## src/rtl/alu_writeback.sv

```systemverilog
// alu_writeback: retires one ALU result per transaction into A/X/Y/SP or a memory write, updating N/V/Z/C in P.
// Latency: register destinations are written on the accept edge with wb_done the next cycle; memory writes hold mem_we until mem_ack.
// Backpressure: wb_ready drops for the whole memory-write handshake, with no timeout; it is also low while reset is asserted.
//
// Ports:
//   clk, reset            - system clock; synchronous active-high reset
//   wb_valid / wb_ready   - transaction handshake (select, dest_sel, result, c_in, v_in, ea)
//   mem_we/addr/data/ack  - memory write request held stable until acknowledged
//   wb_done               - one-cycle completion pulse
//   reg_a..reg_p          - architectural register state
module alu_writeback #(
    parameter int          ADDR_W   = 16,
    parameter logic [7:0]  SP_RESET = 8'hFD,
    parameter logic [7:0]  P_RESET  = 8'h24
) (
    input  logic              clk,
    input  logic              reset,
    input  logic              wb_valid,
    output logic              wb_ready,
    input  logic [4:0]        select,
    input  logic [2:0]        dest_sel,
    input  logic [7:0]        result,
    input  logic              c_in,
    input  logic              v_in,
    input  logic [ADDR_W-1:0] ea,
    output logic              mem_we,
    output logic [ADDR_W-1:0] mem_addr,
    output logic [7:0]        mem_data,
    input  logic              mem_ack,
    output logic              wb_done,
    output logic [7:0]        reg_a,
    output logic [7:0]        reg_x,
    output logic [7:0]        reg_y,
    output logic [7:0]        reg_sp,
    output logic [7:0]        reg_p
);

    typedef enum logic {IDLE, MEM_WR} state_t;

    // Destination codes share the encoding of dest_sel so pass ops can use it directly.
    localparam logic [2:0] D_A    = 3'd0;
    localparam logic [2:0] D_X    = 3'd1;
    localparam logic [2:0] D_Y    = 3'd2;
    localparam logic [2:0] D_SP   = 3'd3;
    localparam logic [2:0] D_M    = 3'd4;
    localparam logic [2:0] D_NONE = 3'd5;

    state_t     state;
    logic       accept;
    logic [2:0] dest;
    logic       pass_op;
    logic       nz_upd;
    logic       c_upd;
    logic       v_upd;

    assign wb_ready = (state == IDLE) && !reset;
    assign accept   = wb_valid && wb_ready;

    always_comb begin
        dest    = D_NONE;
        pass_op = 1'b0;
        c_upd   = 1'b0;
        v_upd   = 1'b0;
        case (select)
            5'd0, 5'd1, 5'd2:           dest = D_A;
            5'd3, 5'd4:                 begin dest = D_A; c_upd = 1'b1; v_upd = 1'b1; end
            5'd5, 5'd7, 5'd9, 5'd15:    begin dest = D_A; c_upd = 1'b1; end
            5'd6, 5'd8, 5'd10, 5'd16:   begin dest = D_M; c_upd = 1'b1; end
            5'd19, 5'd22:               dest = D_M;
            5'd17, 5'd20:               dest = D_X;
            5'd18, 5'd21:               dest = D_Y;
            5'd23, 5'd24, 5'd25:        begin dest = D_NONE; c_upd = 1'b1; end
            default:                    begin dest = dest_sel; pass_op = 1'b1; end // 11-14, 26-31
        endcase
        // Compares keep N/Z even though nothing is written; a pass op steered to
        // "no write" touches nothing, and loads into SP (TXS) leave flags alone.
        nz_upd = (dest != D_SP) && !(pass_op && (dest_sel > 3'd4));
    end

    always_ff @(posedge clk) begin
        if (reset) begin
            state    <= IDLE;
            reg_a    <= 8'h00;
            reg_x    <= 8'h00;
            reg_y    <= 8'h00;
            reg_sp   <= SP_RESET;
            reg_p    <= P_RESET;
            mem_we   <= 1'b0;
            mem_addr <= '0;
            mem_data <= 8'h00;
            wb_done  <= 1'b0;
        end else begin
            wb_done <= 1'b0;
            case (state)
                IDLE: begin
                    if (accept) begin
                        case (dest)
                            D_A:     reg_a  <= result;
                            D_X:     reg_x  <= result;
                            D_Y:     reg_y  <= result;
                            D_SP:    reg_sp <= result;
                            default: ;
                        endcase
                        if (nz_upd) begin
                            reg_p[7] <= result[7];
                            reg_p[1] <= (result == 8'h00);
                        end
                        if (c_upd) reg_p[0] <= c_in;
                        if (v_upd) reg_p[6] <= v_in;
                        if (dest == D_M) begin
                            mem_addr <= ea;
                            mem_data <= result;
                            mem_we   <= 1'b1;
                            state    <= MEM_WR;
                        end else begin
                            wb_done  <= 1'b1;
                        end
                    end
                end
                MEM_WR: begin
                    // Address and data stay latched; only the ack releases the FSM.
                    if (mem_ack) begin
                        mem_we  <= 1'b0;
                        wb_done <= 1'b1;
                        state   <= IDLE;
                    end
                end
                default: state <= IDLE;
            endcase
        end
    end

endmodule

```

## config.mk

```make
export PLATFORM = sky130hd
export DESIGN_NAME = alu_writeback
export DESIGN_NICKNAME = d
export VERILOG_FILES = /design/src/rtl/alu_writeback.sv
export SDC_FILE = /design/constraint.sdc
export NUM_CORES = 1
export LEC_CHECK = 0
export ABC_AREA = 1
export CORE_MARGIN = 2
export CORE_UTILIZATION = 30
export DETAILED_ROUTE_END_ITERATION = 10
export DONT_BUFFER_PORTS = 1
export REMOVE_ABC_BUFFERS = 1
export SLEW_MARGIN = 10
export SYNTH_ARGS = -nofsm -noshare
export SYNTH_HDL_FRONTEND = slang
export SYNTH_SLANG_ARGS = --single-unit
```

## constraint.sdc

```tcl
create_clock -name clk -period 2.3 [get_ports clk]
set_input_delay 0.23 -clock clk [delete_from_list [all_inputs] [get_ports clk]]
set_output_delay 0.23 -clock clk [all_outputs]
set_load 0.01 [all_outputs]
```

==> metrics.cfg, run 1 <==
[sta]
finalHoldViolCount = 0
worst_pin_slew_ps = 601
fin_ws_ps = 505
skew_ps = 8.76
timing.fmax_mhz = 557
min_period_over_period = 0.781
drv_slew = 0
holdWs_ps = 15.1
finalSetupTns_ps = 0
finalCriticalPeriod_ps = 1800
slew-limit-headroom = 0.597
finalSetupViolCount = 0
rsz0062_at_grt = false

[cts]
hold_buffers = 2
clkTransAtPathRegs_ps = 80
clockRootBuffer = clkbuf_8
cts_buffers = 9
ctsLongestPathBuffers = 2
cts_resized = 0
cts_sinks = 63
postCtsSetupRepairBufs = 0
cts_tree = yes
clock_latency_ps = 350
htreeDepth = 3

[die]
fp.dieH_um = 106
pin_count = 105
die-area_mm2 = 0.0112
dieWidth_um = 106
start_util = 0.304
core-area_mm2 = 0.0102
rows = 37

[outcome]
status = completed

[synthesis]
synth_area_mm2 = 0.00310
post_synth.cell_area_avg_um2 = 6.96
seq_area_frac_synth = 0.407
yosysWarnings = 0
ys_ff_latch = 63
netlist_instances = 445
ys_types = 28

[worst_setup_path]
cp_max_fo = 17
cp-start-kind = flop
crit_type = reg -> reg
worstPathArrival_ps = 2070
cp.required_ps = 2580
cp-end-kind = flop

[grt]
antenna_found_initial = 0
overflow = 0
grt_pass1_vias = 2461
grt_pass1_wl_um = 13000
track_usage = 0.148
grt_max_degree = 50

[flow_run]
maxCapViolations = 0

[routing]
antenna_left = 0
drc = 0
vias = 2713
dr.first_iter.drc_count = 250
viasPerCell = 4.69
drt-pass1-iter-count = 4
routed_wl_um = 8260
wl_per_cell_um = 14.3

[place]
dpl.cell_count = 560
numPortBuffers = 0
hpwlAfterDp_um = 5810
post-place-ws_ps = 316
gp_congestion = 0.874

[layout]
antenna_cells = 0
syn2layout_area_growth_pct = 9.98
final_core_util = 0.334
instances_no_fill = 579
final_common_cell = nand2_1
final_cell_mix = 95 x nand2_1, 67 x nor2_1, 63 x dfxtp_1
final_nets = 476
drive_above_1_share = 0.117

[hold_path]
hold_path.class = in -> reg

[pwr]
powerDensity_mw_per_mm2 = 773
leakage_nw = 1.53
peakVddDrop_mv = 0.322

## critical path, cell delays in order (launching register included)
cell and delay [ps]:
dfxtp_1 330, nor2_1 260, nand2_1 240, inv_2 170, nand2_4 80, nor2_8 220
nand2_4 170, nand2_1 90, nand2_1 50, nor2_1 100
## cells in the mapped netlist
library cell,n,area share
nand3_1,43,0.069
nor3_1,2,0.0032
buf_4,7,0.017
inv_2,7,0.0085
buf_1,4,0.0048
nand2_1,95,0.12
clkinv_1,1,0.0012
buf_6,4,0.015
buf_2,7,0.011
nor2_1,67,0.081
dfxtp_1,63,0.41
o211ai_1,7,0.017
clkinv_2,1,0.0016
o21ai_0,5,0.0081
nand3_2,7,0.023
a21oi_1,49,0.079
a21oi_2,1,0.0028
nor2_8,2,0.013
clkbuf_1,6,0.0073
nand2_4,5,0.018
nand3_4,1,0.0057
inv_1,42,0.051
nand2_2,2,0.0040
nand4_1,9,0.018
conb_1,2,0.0024
nor4_1,1,0.0020
nor2_4,2,0.0073
nor2_2,3,0.0061
## area by class of cell
cell class	count	area, µm²
inverters	51	193
flip-flops and latches	63	1260
clock inverters	7	97.6
fillers	1116	6780
multi-input cells	305	1480
clock buffers	9	124
repair buffers	8	80.1
well taps	136	170
## sequential cells by signal (all words and copies together) (netlist names), 4 cells and up
name and flops:
mem_data 8, reg_a 8, reg_x 8, reg_p 4, reg_y 8, mem_addr 16
reg_sp 8
## where the power goes
| part | internal (W) | switching, W |
|---|---|---|
| clock | 0.000611 | 0.000467 |
| combinational | 0.000110 | 0.000245 |
| sequential | 0.00114 | 0.0000602 |
## cell families (layout without fill, tap and decap cells)
kind of cell / Yosys count / after routing / share of synthesized area
flip-flops: 63 / 63 / 0.407
buffers and inverters: 79 / 75 / 0.117
AO/OA/AOI/OAI: 62 / 62 / 0.107
AND/OR/NAND/NOR: 239 / 239 / 0.366
other: 2 / 4 / 0.00243
## final timing paths
kind / from / slack (ps) / to / depth (start not counted)
worst max-delay path: state / 500 / reg_x[4] / 9
worst min-delay path: result[1] / 20 / reg_x[1] / 2
worst min register to register: state / 490 / state / 2
worst max register to register: state / 500 / reg_x[4] / 9
## per-layer routing
metal  global-route usage  wire (µm)
met2                0.238       3790
met4               0.0479        193
met1                0.167       3400
met3               0.0804        878
met5                    0          0
## metrics by stage
step           power (W)  cell area [µm²]
6_report         0.00263             3410
5_1_grt          0.00276             3410
4_1_cts          0.00266             3400
3_5_place_dp     0.00157             3150
3_3_place_gp     0.00157             3150
2_1_floorplan    0.00148             2930
Note: power is estimated with default switching activity, not from simulation.
==> run 2, diff against run 1 <==
Clock period 2.3 ns to 1.6 ns, I/O delays scaled along.
==> metrics.cfg, run 2 (synthesis results as in run 1) <==
[cts]
clkTransAtPathRegs_ps = 70  ; about the same
ctsLongestPathBuffers = 2  ; unchanged
clockRootBuffer = clkbuf_8
cts_buffers = 9  ; unchanged
cts_sinks = 63  ; unchanged
cts_tree = yes
htreeDepth = 3  ; unchanged
postCtsSetupRepairBufs = 0  ; unchanged
clock_latency_ps = 340  ; about the same

[hold_path]
min_delay_path_depth = 2  ; unchanged
hold_path.class = in -> reg

[routing]
antenna_left = 0  ; unchanged
met2_wirelength_um = 4180  ; +10%
topRoutingLayerUsed = met4
vias = 2814  ; +3.7%
viasPerCell = 4.68  ; about the same
dr.first_iter.drc_count = 143  ; -43%
drt-pass1-iter-count = 4  ; unchanged
wl_met1_um = 3810  ; +12%
routed_wl_um = 8790  ; +6.4%
drc = 0  ; unchanged
wl_met3_um = 600  ; -32%
wl_per_cell_um = 14.6  ; +2.5%

[die]
rows = 37  ; unchanged
core-area_mm2 = 0.0102  ; unchanged
pin_count = 105  ; unchanged
start_util = 0.304  ; unchanged
fp.dieH_um = 106  ; unchanged
die-area_mm2 = 0.0112  ; unchanged
dieWidth_um = 106  ; unchanged

[pwr]
peakVddDrop_mv = 0.407  ; +26%
p_seq_frac = 0.441  ; -0.015
leakage_nw = 1.65  ; +7.6%
p_comb_frac = 0.157  ; +0.022
powerDensity_mw_per_mm2 = 1070  ; +39%
p_sw_w = 0.00108  ; +40%
p_int_w = 0.00283  ; +52%
power_frac_clock = 0.402  ; -0.007
switching_share = 0.277  ; -0.0166

[layout]
antenna_cells = 0  ; unchanged
syn2layout_area_growth_pct = 17.6
regArea_mm2 = 0.00126  ; unchanged
final_cell_mix = 94 x nand2_1, 66 x nor2_1, 63 x dfxtp_1
final_area_mm2 = 0.00364  ; +6.9%
fill_cells = 1118  ; +0.18%
final_nets = 498  ; +4.6%
top_register = mem_addr
instances_no_fill = 601  ; +3.8%
final_common_cell = nand2_1
multi_input_area_mm2 = 0.00150  ; +1.0%
drive_above_1_share = 0.140  ; +0.0224
largest_reg_flops = 16  ; unchanged

[worst_setup_path]
cp-start-kind = flop
crit_path_frequent_cell = buf_4
reg2reg_slack_ps = 160  ; -340 ps
worstPathArrival_ps = 1700  ; -370 ps
cp_max_fo = 8  ; -9
cp.required_ps = 1860  ; -720 ps
rr_worst_depth = 7  ; -2
slowest_stage = dfxtp_1
endpoint = reg_y[2]
rr_startpoint = state
cp-end-kind = flop
critPathLaunch = state
crit_path_max_incr_delay_ps = 330  ; about the same
crit_chain = nor2_2, nand2_2, buf_4, nor2_8, buf_4, nand4_1, a21oi_1
crit_type = reg -> reg
r2r_end = reg_y[2]

[outcome]
status = completed

[place]
post-place-ws_ps = -92.1  ; -408 ps
hpwlAfterDp_um = 5960  ; +2.6%
dpl.cell_count = 572  ; +2.1%
dpl_cell_area_mm2 = 0.00328  ; +4.0%
gp_congestion = 0.823  ; -5.9%
numPortBuffers = 0  ; unchanged

[sta]
fin_ws_ps = 164  ; -341 ps
drv_slew = 0  ; unchanged
rsz0062_at_grt = false
finalCriticalPeriod_ps = 1440  ; -359 ps
finalSetupViolCount = 0  ; unchanged
min_period_over_period = 0.898  ; +0.117
timing.fmax_mhz = 696  ; +25%
finalHoldViolCount = 0  ; unchanged
skew_ps = 8.43  ; -0.335 ps

[grt]
grt_pass1_wl_um = 13700  ; +5.4%
track_usage = 0.155  ; +0.00721
grt_max_degree = 48  ; -4.0%
antenna_found_initial = 0  ; unchanged
overflow = 0  ; unchanged
grt_pass1_vias = 2638  ; +7.2%

[flow_run]
maxCapViolations = 0  ; unchanged

[run 2: changes by cell type in the layout (fill, tap and decap cells not counted), sizes merged]
cell	before	now
buf	5	17
dlygate4sd3	3	12
clkbuf	9	13
clkinv	5	3
clkinvlp	2	0
nand3	51	52
[run 2: power by group through the flow]
| stage | combinational, W | clock [W] | sequential [W] |
|---|---|---|---|
| after CTS | 0.000609 | 0.00161 | 0.00173 |
| after global routing | 0.000681 | 0.00167 | 0.00173 |
| final | 0.000614 | 0.00157 | 0.00172 |
| after global placement | 0.000552 | 0 | 0.00176 |
| after floorplan | 0.000387 | 0 | 0.00174 |
| after detailed placement | 0.000571 | 0 | 0.00176 |
[run 2: worst max-delay path: cells and delay by family, from the launching register on]
family,cells,cell delay [ps]
AO/OA/AOI/OAI,1,160
buffers and inverters,2,340
flip-flops,1,330
AND/OR/NAND/NOR,4,520
[run 2: worst min-delay path by stage]
stage	startpoint	endpoint	slack [ps]
after floorplan	reset	mem_we	230
after global placement	reset	state	230
after detailed placement	reset	wb_done	230
after CTS	result[6]	reg_y[6]	7
after global routing	result[7]	reg_y[7]	20
final	result[7]	reg_y[7]	10
[run 2: final cells by class]
| type | count | area share |
|---|---|---|
| clock buffer | 13 | 0.0436 |
| clock inverter | 3 | 0.0179 |
| inverter | 51 | 0.0529 |
| multi-input combinational | 306 | 0.411 |
| sequential | 63 | 0.346 |
| tap | 136 | 0.0467 |
| timing repair buffer | 29 | 0.0818 |
[run 2: timing repair]
action | 4_1_cts | 5_1_grt
resized for setup | 0 | 3
hold buffers | 12 | 0
setup endpoints to repair | 0 | 23
endpoints found under the hold margin | 22 | 0
[run 2: metrics by stage]
stage | setup TNS, ps | power (W) | hold WS (ps) | util
floorplan | -12380 | 0.00213 | 229 | -
global placement | -258 | 0.00231 | 232 | 0.322
detailed placement | -2740 | 0.00233 | 233 | 0.322
CTS | 0 | 0.00395 | 6.90 | 0.356
global route | 0 | 0.00409 | 20.2 | 0.357
finish | 0 | 0.00391 | 14.2 | 0.357
[run 2: routing by layer]
metal / vias to the layer above / track usage
li1: 1442 / -
met1: 1287 / 0.184
met2: 69 / 0.254
met3: 16 / 0.0600
met4: 0 / 0.0564
met5: - / 0
